===== config.mk =====
export PLATFORM = sky130hd
export DESIGN_NAME = axis_egress_stats_monitor
export DESIGN_NICKNAME = d
export VERILOG_FILES = /design/src/rtl/axis_qm_pkg.sv /design/src/rtl/axis_skid_buffer.sv /design/src/rtl/axis_egress_stats_monitor.sv
export SDC_FILE = /design/constraint.sdc
export NUM_CORES = 1
export LEC_CHECK = 0
export ABC_AREA = 1
export CAP_MARGIN = 10
export CORE_ASPECT_RATIO = 1.25
export CORE_MARGIN = 2
export CORE_UTILIZATION = 40
export DETAILED_ROUTE_END_ITERATION = 8
export SKIP_CTS_REPAIR_TIMING = 1
export SYNTH_ARGS = -nofsm -noshare
export SYNTH_HDL_FRONTEND = slang
export SYNTH_SLANG_ARGS = --single-unit

===== constraint.sdc =====
create_clock -name clk -period 9.9 [get_ports clk]
set_clock_uncertainty 0.1 [all_clocks]
set_input_delay 2.97 -clock clk [delete_from_list [all_inputs] [get_ports clk]]
set_output_delay 2.97 -clock clk [all_outputs]
set_load 0.02 [all_outputs]

===== src/rtl/axis_qm_pkg.sv =====
// axis_qm_pkg: shared types and default widths for the queue-manager egress stream.
package axis_qm_pkg;
    localparam int PORT_ID_W = 2;
    localparam int VLAN_ID_W = 12;
    localparam int DEF_NUM_PORTS = 3;
    localparam logic [VLAN_ID_W-1:0] VLAN_RESERVED = 12'hFFF;
    typedef struct packed {
        logic [PORT_ID_W-1:0] port_id;
        logic [VLAN_ID_W-1:0] vlan_id;
    } connection_addr_t;
    typedef enum logic [1:0] {PKT, BYTE, ERR, DROP} stat_sel_e;
    typedef enum logic {IDLE, IN_PKT} mon_state_e;
endpackage


===== src/rtl/axis_skid_buffer.sv =====
// axis_skid_buffer: two-entry skid buffer, registered valid/data/ready, full throughput.
module axis_skid_buffer #(
    parameter int WIDTH = 8
) (
    input  logic             clk,
    input  logic             rst,
    input  logic             i_valid,
    output logic             o_ready,
    input  logic [WIDTH-1:0] i_data,
    output logic             o_valid,
    input  logic             i_ready,
    output logic [WIDTH-1:0] o_data
);
    logic             r_valid, r_skid_valid, r_ready;
    logic [WIDTH-1:0] r_data, r_skid_data;
    logic             w_in, w_out_ready, w_skid_nxt;
    assign w_in        = i_valid && r_ready;
    assign w_out_ready = i_ready || !r_valid;
    // ready is registered, so the skid entry absorbs the one beat in flight on a stall
    assign w_skid_nxt  = !w_out_ready && (r_skid_valid || w_in);
    assign o_ready     = r_ready;
    assign o_valid     = r_valid;
    assign o_data      = r_data;
    always_ff @(posedge clk) begin
        if (rst) begin
            r_valid      <= 1'b0;
            r_skid_valid <= 1'b0;
            r_ready      <= 1'b0;
            r_data       <= '0;
            r_skid_data  <= '0;
        end else begin
            r_ready      <= !w_skid_nxt;
            r_skid_valid <= w_skid_nxt;
            if (w_out_ready) begin
                r_valid <= r_skid_valid || w_in;
                if (r_skid_valid) r_data <= r_skid_data;
                else if (w_in) r_data <= i_data;
            end else if (w_in) begin
                r_skid_data <= i_data;
            end
        end
    end
endmodule


===== src/rtl/axis_egress_stats_monitor.sv =====
// axis_egress_stats_monitor: forwards egress AXI-Stream, checks framing, keeps per-port counters.
// Optional AXIS_EGRESS_VLAN_DROP_EN drops packets whose first-beat vlan_id is reserved.
module axis_egress_stats_monitor import axis_qm_pkg::*; #(
    parameter int DATA_SIZE            = 32,
    parameter int NUM_OF_INGRESS_PORTS = DEF_NUM_PORTS,
    parameter int PORT_ID_WIDTH        = PORT_ID_W,
    parameter int VLAN_ID_WIDTH        = VLAN_ID_W,
    parameter int CNT_WIDTH            = 32
) (
    input  logic                                   clk,
    input  logic                                   rst,
    input  logic                                   s_axis_tvalid,
    output logic                                   s_axis_tready,
    input  logic [DATA_SIZE-1:0]                   s_axis_tdata,
    input  logic [DATA_SIZE/8-1:0]                 s_axis_tkeep,
    input  logic                                   s_axis_tlast,
    input  logic [PORT_ID_WIDTH+VLAN_ID_WIDTH-1:0] s_axis_tuser,
    output logic                                   m_axis_tvalid,
    input  logic                                   m_axis_tready,
    output logic [DATA_SIZE-1:0]                   m_axis_tdata,
    output logic [DATA_SIZE/8-1:0]                 m_axis_tkeep,
    output logic                                   m_axis_tlast,
    output logic [PORT_ID_WIDTH+VLAN_ID_WIDTH-1:0] m_axis_tuser,
    input  logic                                   stat_rd_en,
    input  logic [PORT_ID_WIDTH-1:0]               stat_rd_port,
    input  logic [1:0]                             stat_rd_sel,
    output logic [CNT_WIDTH-1:0]                   stat_rd_data,
    output logic                                   stat_rd_valid,
    input  logic                                   stat_clr
);
    localparam int KW = DATA_SIZE / 8;
    localparam int UW = PORT_ID_WIDTH + VLAN_ID_WIDTH;
    localparam int PW = UW + 1 + KW + DATA_SIZE;
    localparam logic [PORT_ID_WIDTH:0] NP = (PORT_ID_WIDTH + 1)'(NUM_OF_INGRESS_PORTS);

    function automatic logic [CNT_WIDTH-1:0] sat_add(input logic [CNT_WIDTH-1:0] a, input logic [CNT_WIDTH-1:0] b);
        logic [CNT_WIDTH:0] s;
        s = {1'b0, a} + {1'b0, b};
        return s[CNT_WIDTH] ? '1 : s[CNT_WIDTH-1:0];
    endfunction

    logic                 w_skid_in_valid;
    logic [PW-1:0]        w_m_payload;
    logic [CNT_WIDTH-1:0] w_drop [NUM_OF_INGRESS_PORTS];

`ifdef AXIS_EGRESS_VLAN_DROP_EN
    logic                 r_in_mid, r_in_drop;
    logic [PORT_ID_WIDTH-1:0] r_in_port, w_in_port;
    logic                 w_in_hs, w_drop_beat, w_drop_commit;
    logic [CNT_WIDTH-1:0] r_drop [NUM_OF_INGRESS_PORTS];
    // drop decision on the input side keeps dropped beats out of the skid entirely
    assign w_in_hs       = s_axis_tvalid && s_axis_tready;
    assign w_drop_beat   = r_in_mid ? r_in_drop : s_axis_tuser[VLAN_ID_WIDTH-1:0] == VLAN_ID_WIDTH'(VLAN_RESERVED);
    assign w_in_port     = r_in_mid ? r_in_port : s_axis_tuser[UW-1 -: PORT_ID_WIDTH];
    assign w_drop_commit = w_in_hs && s_axis_tlast && w_drop_beat && ({1'b0, w_in_port} < NP);
    assign w_skid_in_valid = s_axis_tvalid && !w_drop_beat;
    assign w_drop        = r_drop;
    always_ff @(posedge clk) begin
        if (rst) begin
            r_in_mid  <= 1'b0;
            r_in_drop <= 1'b0;
            r_in_port <= '0;
        end else if (w_in_hs) begin
            r_in_mid  <= !s_axis_tlast;
            r_in_drop <= w_drop_beat;
            r_in_port <= w_in_port;
        end
        for (int i = 0; i < NUM_OF_INGRESS_PORTS; i++)
            if (rst || stat_clr) r_drop[i] <= '0;
            else if (w_drop_commit && w_in_port == PORT_ID_WIDTH'(i)) r_drop[i] <= sat_add(r_drop[i], CNT_WIDTH'(1));
    end
`else
    assign w_skid_in_valid = s_axis_tvalid;
    assign w_drop          = '{default: '0};
`endif

    axis_skid_buffer #(.WIDTH(PW)) u_skid (
        .clk     (clk),
        .rst     (rst),
        .i_valid (w_skid_in_valid),
        .o_ready (s_axis_tready),
        .i_data  ({s_axis_tuser, s_axis_tlast, s_axis_tkeep, s_axis_tdata}),
        .o_valid (m_axis_tvalid),
        .i_ready (m_axis_tready),
        .o_data  (w_m_payload)
    );
    assign {m_axis_tuser, m_axis_tlast, m_axis_tkeep, m_axis_tdata} = w_m_payload;

    mon_state_e               r_state, w_state_nxt;
    logic [UW-1:0]            r_user;
    logic [CNT_WIDTH-1:0]     r_len, w_len;
    logic                     r_err, w_err, w_beat, w_first, w_commit, w_port_ok, w_contig;
    logic [PORT_ID_WIDTH-1:0] w_port;
    always_comb begin
        w_beat      = m_axis_tvalid && m_axis_tready;
        w_first     = r_state == IDLE;
        w_port      = w_first ? m_axis_tuser[UW-1 -: PORT_ID_WIDTH] : r_user[UW-1 -: PORT_ID_WIDTH];
        w_port_ok   = {1'b0, w_port} < NP;
        w_contig    = |m_axis_tkeep && ((m_axis_tkeep & (m_axis_tkeep + KW'(1))) == '0);
        w_len       = sat_add(w_first ? '0 : r_len, CNT_WIDTH'($countones(m_axis_tkeep)));
        w_err       = (!w_first && (r_err || m_axis_tuser != r_user)) || !w_port_ok ||
                      (m_axis_tlast ? !w_contig : !(&m_axis_tkeep));
        w_commit    = w_beat && m_axis_tlast && w_port_ok;
        w_state_nxt = !w_beat ? r_state : m_axis_tlast ? IDLE : IN_PKT;
    end
    always_ff @(posedge clk) begin
        if (rst) begin
            r_state <= IDLE;
            r_user  <= '0;
            r_len   <= '0;
            r_err   <= 1'b0;
        end else begin
            r_state <= w_state_nxt;
            if (w_beat && w_first) r_user <= m_axis_tuser;
            if (w_beat) begin
                r_len <= w_len;
                r_err <= w_err;
            end
        end
    end

    logic [CNT_WIDTH-1:0] r_pkt [NUM_OF_INGRESS_PORTS];
    logic [CNT_WIDTH-1:0] r_byte [NUM_OF_INGRESS_PORTS];
    logic [CNT_WIDTH-1:0] r_errc [NUM_OF_INGRESS_PORTS];
    always_ff @(posedge clk) begin
        for (int i = 0; i < NUM_OF_INGRESS_PORTS; i++) begin
            if (rst || stat_clr) begin
                r_pkt[i]  <= '0;
                r_byte[i] <= '0;
                r_errc[i] <= '0;
            end else if (w_commit && w_port == PORT_ID_WIDTH'(i)) begin
                if (w_err) r_errc[i] <= sat_add(r_errc[i], CNT_WIDTH'(1));
                else begin
                    r_pkt[i]  <= sat_add(r_pkt[i], CNT_WIDTH'(1));
                    r_byte[i] <= sat_add(r_byte[i], w_len);
                end
            end
        end
    end

    stat_sel_e            w_sel;
    logic [CNT_WIDTH-1:0] w_rd_mux, r_rd_data;
    logic                 r_rd_valid;
    always_comb begin
        w_sel    = stat_sel_e'(stat_rd_sel);
        w_rd_mux = '0;
        for (int i = 0; i < NUM_OF_INGRESS_PORTS; i++)
            if (stat_rd_port == PORT_ID_WIDTH'(i))
                w_rd_mux = w_sel == PKT ? r_pkt[i] : w_sel == BYTE ? r_byte[i] : w_sel == ERR ? r_errc[i] : w_drop[i];
    end
    always_ff @(posedge clk) begin
        if (rst) begin
            r_rd_data  <= '0;
            r_rd_valid <= 1'b0;
        end else begin
            r_rd_valid <= stat_rd_en;
            if (stat_rd_en) r_rd_data <= w_rd_mux;
        end
    end
    assign stat_rd_data  = r_rd_data;
    assign stat_rd_valid = r_rd_valid;
endmodule

==> key figures <==
Setup path
  – CP peak stage delay: 0.83 ns
  – Required time of the critical path: 10.08 ns
  – Nature of the critical path startpoint: input pin
  – Crit end category: flop
  – Crit path cell chain: clkdlybuf4s50_1 > nand2_1 > buf_4 > inv_1 > nand2_1 > nor3_2 > inv_1 > o21ai_4 > buf_4
  – Crit Path Category: in2reg
  – Arrival @ worst endpoint: 6.83 ns
  – Reg2Reg Setup Slack: 3.74 ns
  – Crit-path max FO: 39
  – Critical-path top delay cell: o21ai_4

Global route
  – Total global routing track utilization: 26.40%
  – Vias in the first global route: 30393
  – First-pass GRT wire length: 177.2 mm
  – Initial antenna violation count: 2
  – Pin count of the biggest net entering global routing: 101
  – Global route overflow: 0

Yosys
  – YS warnings: 0
  – Post-Syn Area: 0.03377 mm^2
  – Async SR Flop Fraction: 0%
  – Number of synthesized flops with an enable pin: 288
  – Synth Instances: 5076
  – Synthesized area per cell: 6.653 um^2
  – Synthesized Nets: 5246
  – Synth area leaders: edfxtp_1 (26%), nand2_1 (17%), dfxtp_1 (11%), inv_1 (8.1%), nor2_1 (8.0%)
  – Post-synth top cells: nand2_1 (1521), inv_1 (728), nor2_1 (717)
  – Synthesis-stage register bit count: 474
  – Synth area leader: edfxtp_1
  – Synth Flop Type: edfxtp_1
  – Area share of the largest cell type after synthesis: 25.61%
  – Seq/Total Area, Yosys: 36.63%
  – Distinct cells, synth: 45
  – Cell with the most instances after synthesis: nand2_1

CTS
  – Clock root cell: clkbuf_16
  – Total CTS buffers: 53
  – Clk slew on worst S/H paths: 0.06 ns
  – Clock Tree Buf Depth: 3
  – H-Tree Depth: 2
  – Clock sinks: 474
  – CTS tree: done
  – Clock insertion delay at the later pin of the skew report: 0.65 ns

Route
  – Iter 0 DRT Violations: 2830
  – Routed Antenna Nets: 0
  – Vias per cell: 5.193
  – Avg WL per Cell: 18.66 um
  – DRT Wirelength: 117.1 mm
  – Drt drc: 0
  – DR pass1 iterations: 6
  – Via count: 32603

Floorplanning
  – Die Ht: 328.9 um
  – Row count: 119
  – Die Wd: 263.9 um
  – Core area: 0.08398 mm^2
  – Die ar.: 0.08678 mm^2
  – IO Pins: 147
  – Initial Utilization: 40.22%

Placed design
  – Placer Congestion: 0.9837
  – Count of buffers from port buffering: 146
  – DPL Wire Length: 89.76 mm

Job
  – Max cap viols: 0

Timing
  – Setup TNS Final: 0 ns
  – Fin. Hold Viols: 0
  – RSZ-0062 raised after global routing: no
  – Max Freq: 150.2 MHz
  – Max-Slew Margin vs Limit: 20.98%
  – Pins Over Slew Limit: 0
  – Final setup fails: 0
  – Min Clock Period, post-route: 6.657 ns
  – Final Cycle Share: 67.24%
  – Slew @ Worst Pin: 1.182 ns

Power and ir drop
  – Sw Share: 27.02%
  – P_int: 3538 uW
  – P_leak: 0.01662 uW
  – Clock share of power: 42.9%
  – Pwr per Cell Area: 127.5 mW/mm^2
  – Total chip power: 4848 uW
  – Seq pwr share: 46.8%
  – Power share of the combinational group: 10.3%
  – Net Sw Power: 1310 uW
  – Peak supply drop: 147.5 uV

Run status
  – Status: completed

Final layout
  – Fraction of layout cells with a size suffix above 1: 3.469%
  – Fin nets: 5314
  – ANT cells: 0
  – Layout area overhead: 12.59%

Hold path
  – Worst hold path class: reg2reg
[worst max-delay path, delay by kind of cell]
| kind | cells | cell delay [ns] |
|---|---|---|
| buffers and inverters | 5 | 2.19 |
| AO/OA/AOI/OAI | 1 | 0.83 |
| AND/OR/NAND/NOR | 3 | 0.79 |
[power groups by stage]
stage | Sequential, uW | Combinational, uW | Clock (uW)
global placement | 2310 | 490 | 0
floorplan | 2310 | 275 | 0
CTS | 2270 | 495 | 2120
finish | 2270 | 498 | 2080
detailed placement | 2310 | 493 | 0
global route | 2280 | 547 | 2190
[flip-flops by register name, indices dropped and copies added, names as in the netlist]
register	flops
u_skid.r_skid_valid	1
u_skid.r_skid_data	51
r_errc	96
u_skid.o_valid	1
stat_rd_data	32
u_skid.o_ready	1
stat_rd_valid	1
u_skid.o_data	51
r_len	32
r_err	1
r_user	14
r_byte	96
r_state	1
r_pkt	96
[cells by family after synthesis]
| group | count (synthesis) | synth area share (%) |
|---|---|---|
| compound gates | 628 | 10.24 |
| flops | 474 | 36.63 |
| fa+ha+maj | 109 | 4.172 |
| xor+xnor | 208 | 5.394 |
| simple gates | 2746 | 33.16 |
| buf+inv | 911 | 10.39 |
[worst paths after layout]
| kind | from | end | cells past startpoint |
|---|---|---|---|
| worst max-delay path | m_axis_tready | r_byte[1][14] | 9 |
| worst min-delay path | u_skid.r_skid_data[22] | u_skid.o_data[22] | 2 |
| worst max register to register | r_len[0] | r_byte[0][26] | 24 |
| worst min register to register | u_skid.r_skid_data[22] | u_skid.o_data[22] | 2 |
[final cells by class]
class / instances / area, um^2
fill: 8928 / 45950
clock buffer: 76 / 1524
tap: 1089 / 1363
timing repair buffer: 181 / 1724
sequential: 474 / 12370
inverter: 743 / 2791
clock inverter: 24 / 279.0
multi-input combinational: 3691 / 17970
[cell usage in the layout, fill, tap and decap left out, types with 15 or more instances in the layout]
| master | n |
|---|---|
| inv_1 | 725 |
| dfxtp_1 | 185 |
| clkbuf_16 | 54 |
| o211ai_1 | 37 |
| nor2_1 | 714 |
| a31oi_1 | 67 |
| edfxtp_1 | 288 |
| nand3b_1 | 20 |
| buf_4 | 35 |
| xnor2_1 | 71 |
| clkdlybuf4s50_1 | 146 |
| nand3_1 | 222 |
| nand4_1 | 44 |
| nand3_2 | 15 |
| nand2_1 | 1519 |
| o221ai_1 | 22 |
| xor2_1 | 137 |
| o21ai_0 | 233 |
| nor3_1 | 171 |
| ha_1 | 103 |
| a21oi_1 | 240 |
[per-stage QoR]
step | area [um^2] | hold WS (ns) | utilization, % | instances | worst slack, ns
final | 38020 | 0.3681 | 45.28 | 6278 | 3.243
after global routing | 38020 | 0.3863 | 45.28 | 6278 | 3.006
after CTS | 38020 | 0.3701 | 45.28 | 6278 | 3.312
after detailed placement | 36220 | 0.3605 | 43.13 | 6178 | 2.645
after global placement | 36220 | 0.3557 | 43.13 | 6178 | 2.664
after floorplan | 33770 | 0.3475 | - | 5076 | 1.155
[layer usage]
metal	GRT usage (%)	share of wire, %	vias to the layer above
li1	-	-	16378
met1	33.74	42	15024
met2	44.27	47	993
met3	3.855	6.1	206
met4	11.76	4.7	2
met5	0	0.014	-
Note: power is estimated with default switching activity, not from simulation.
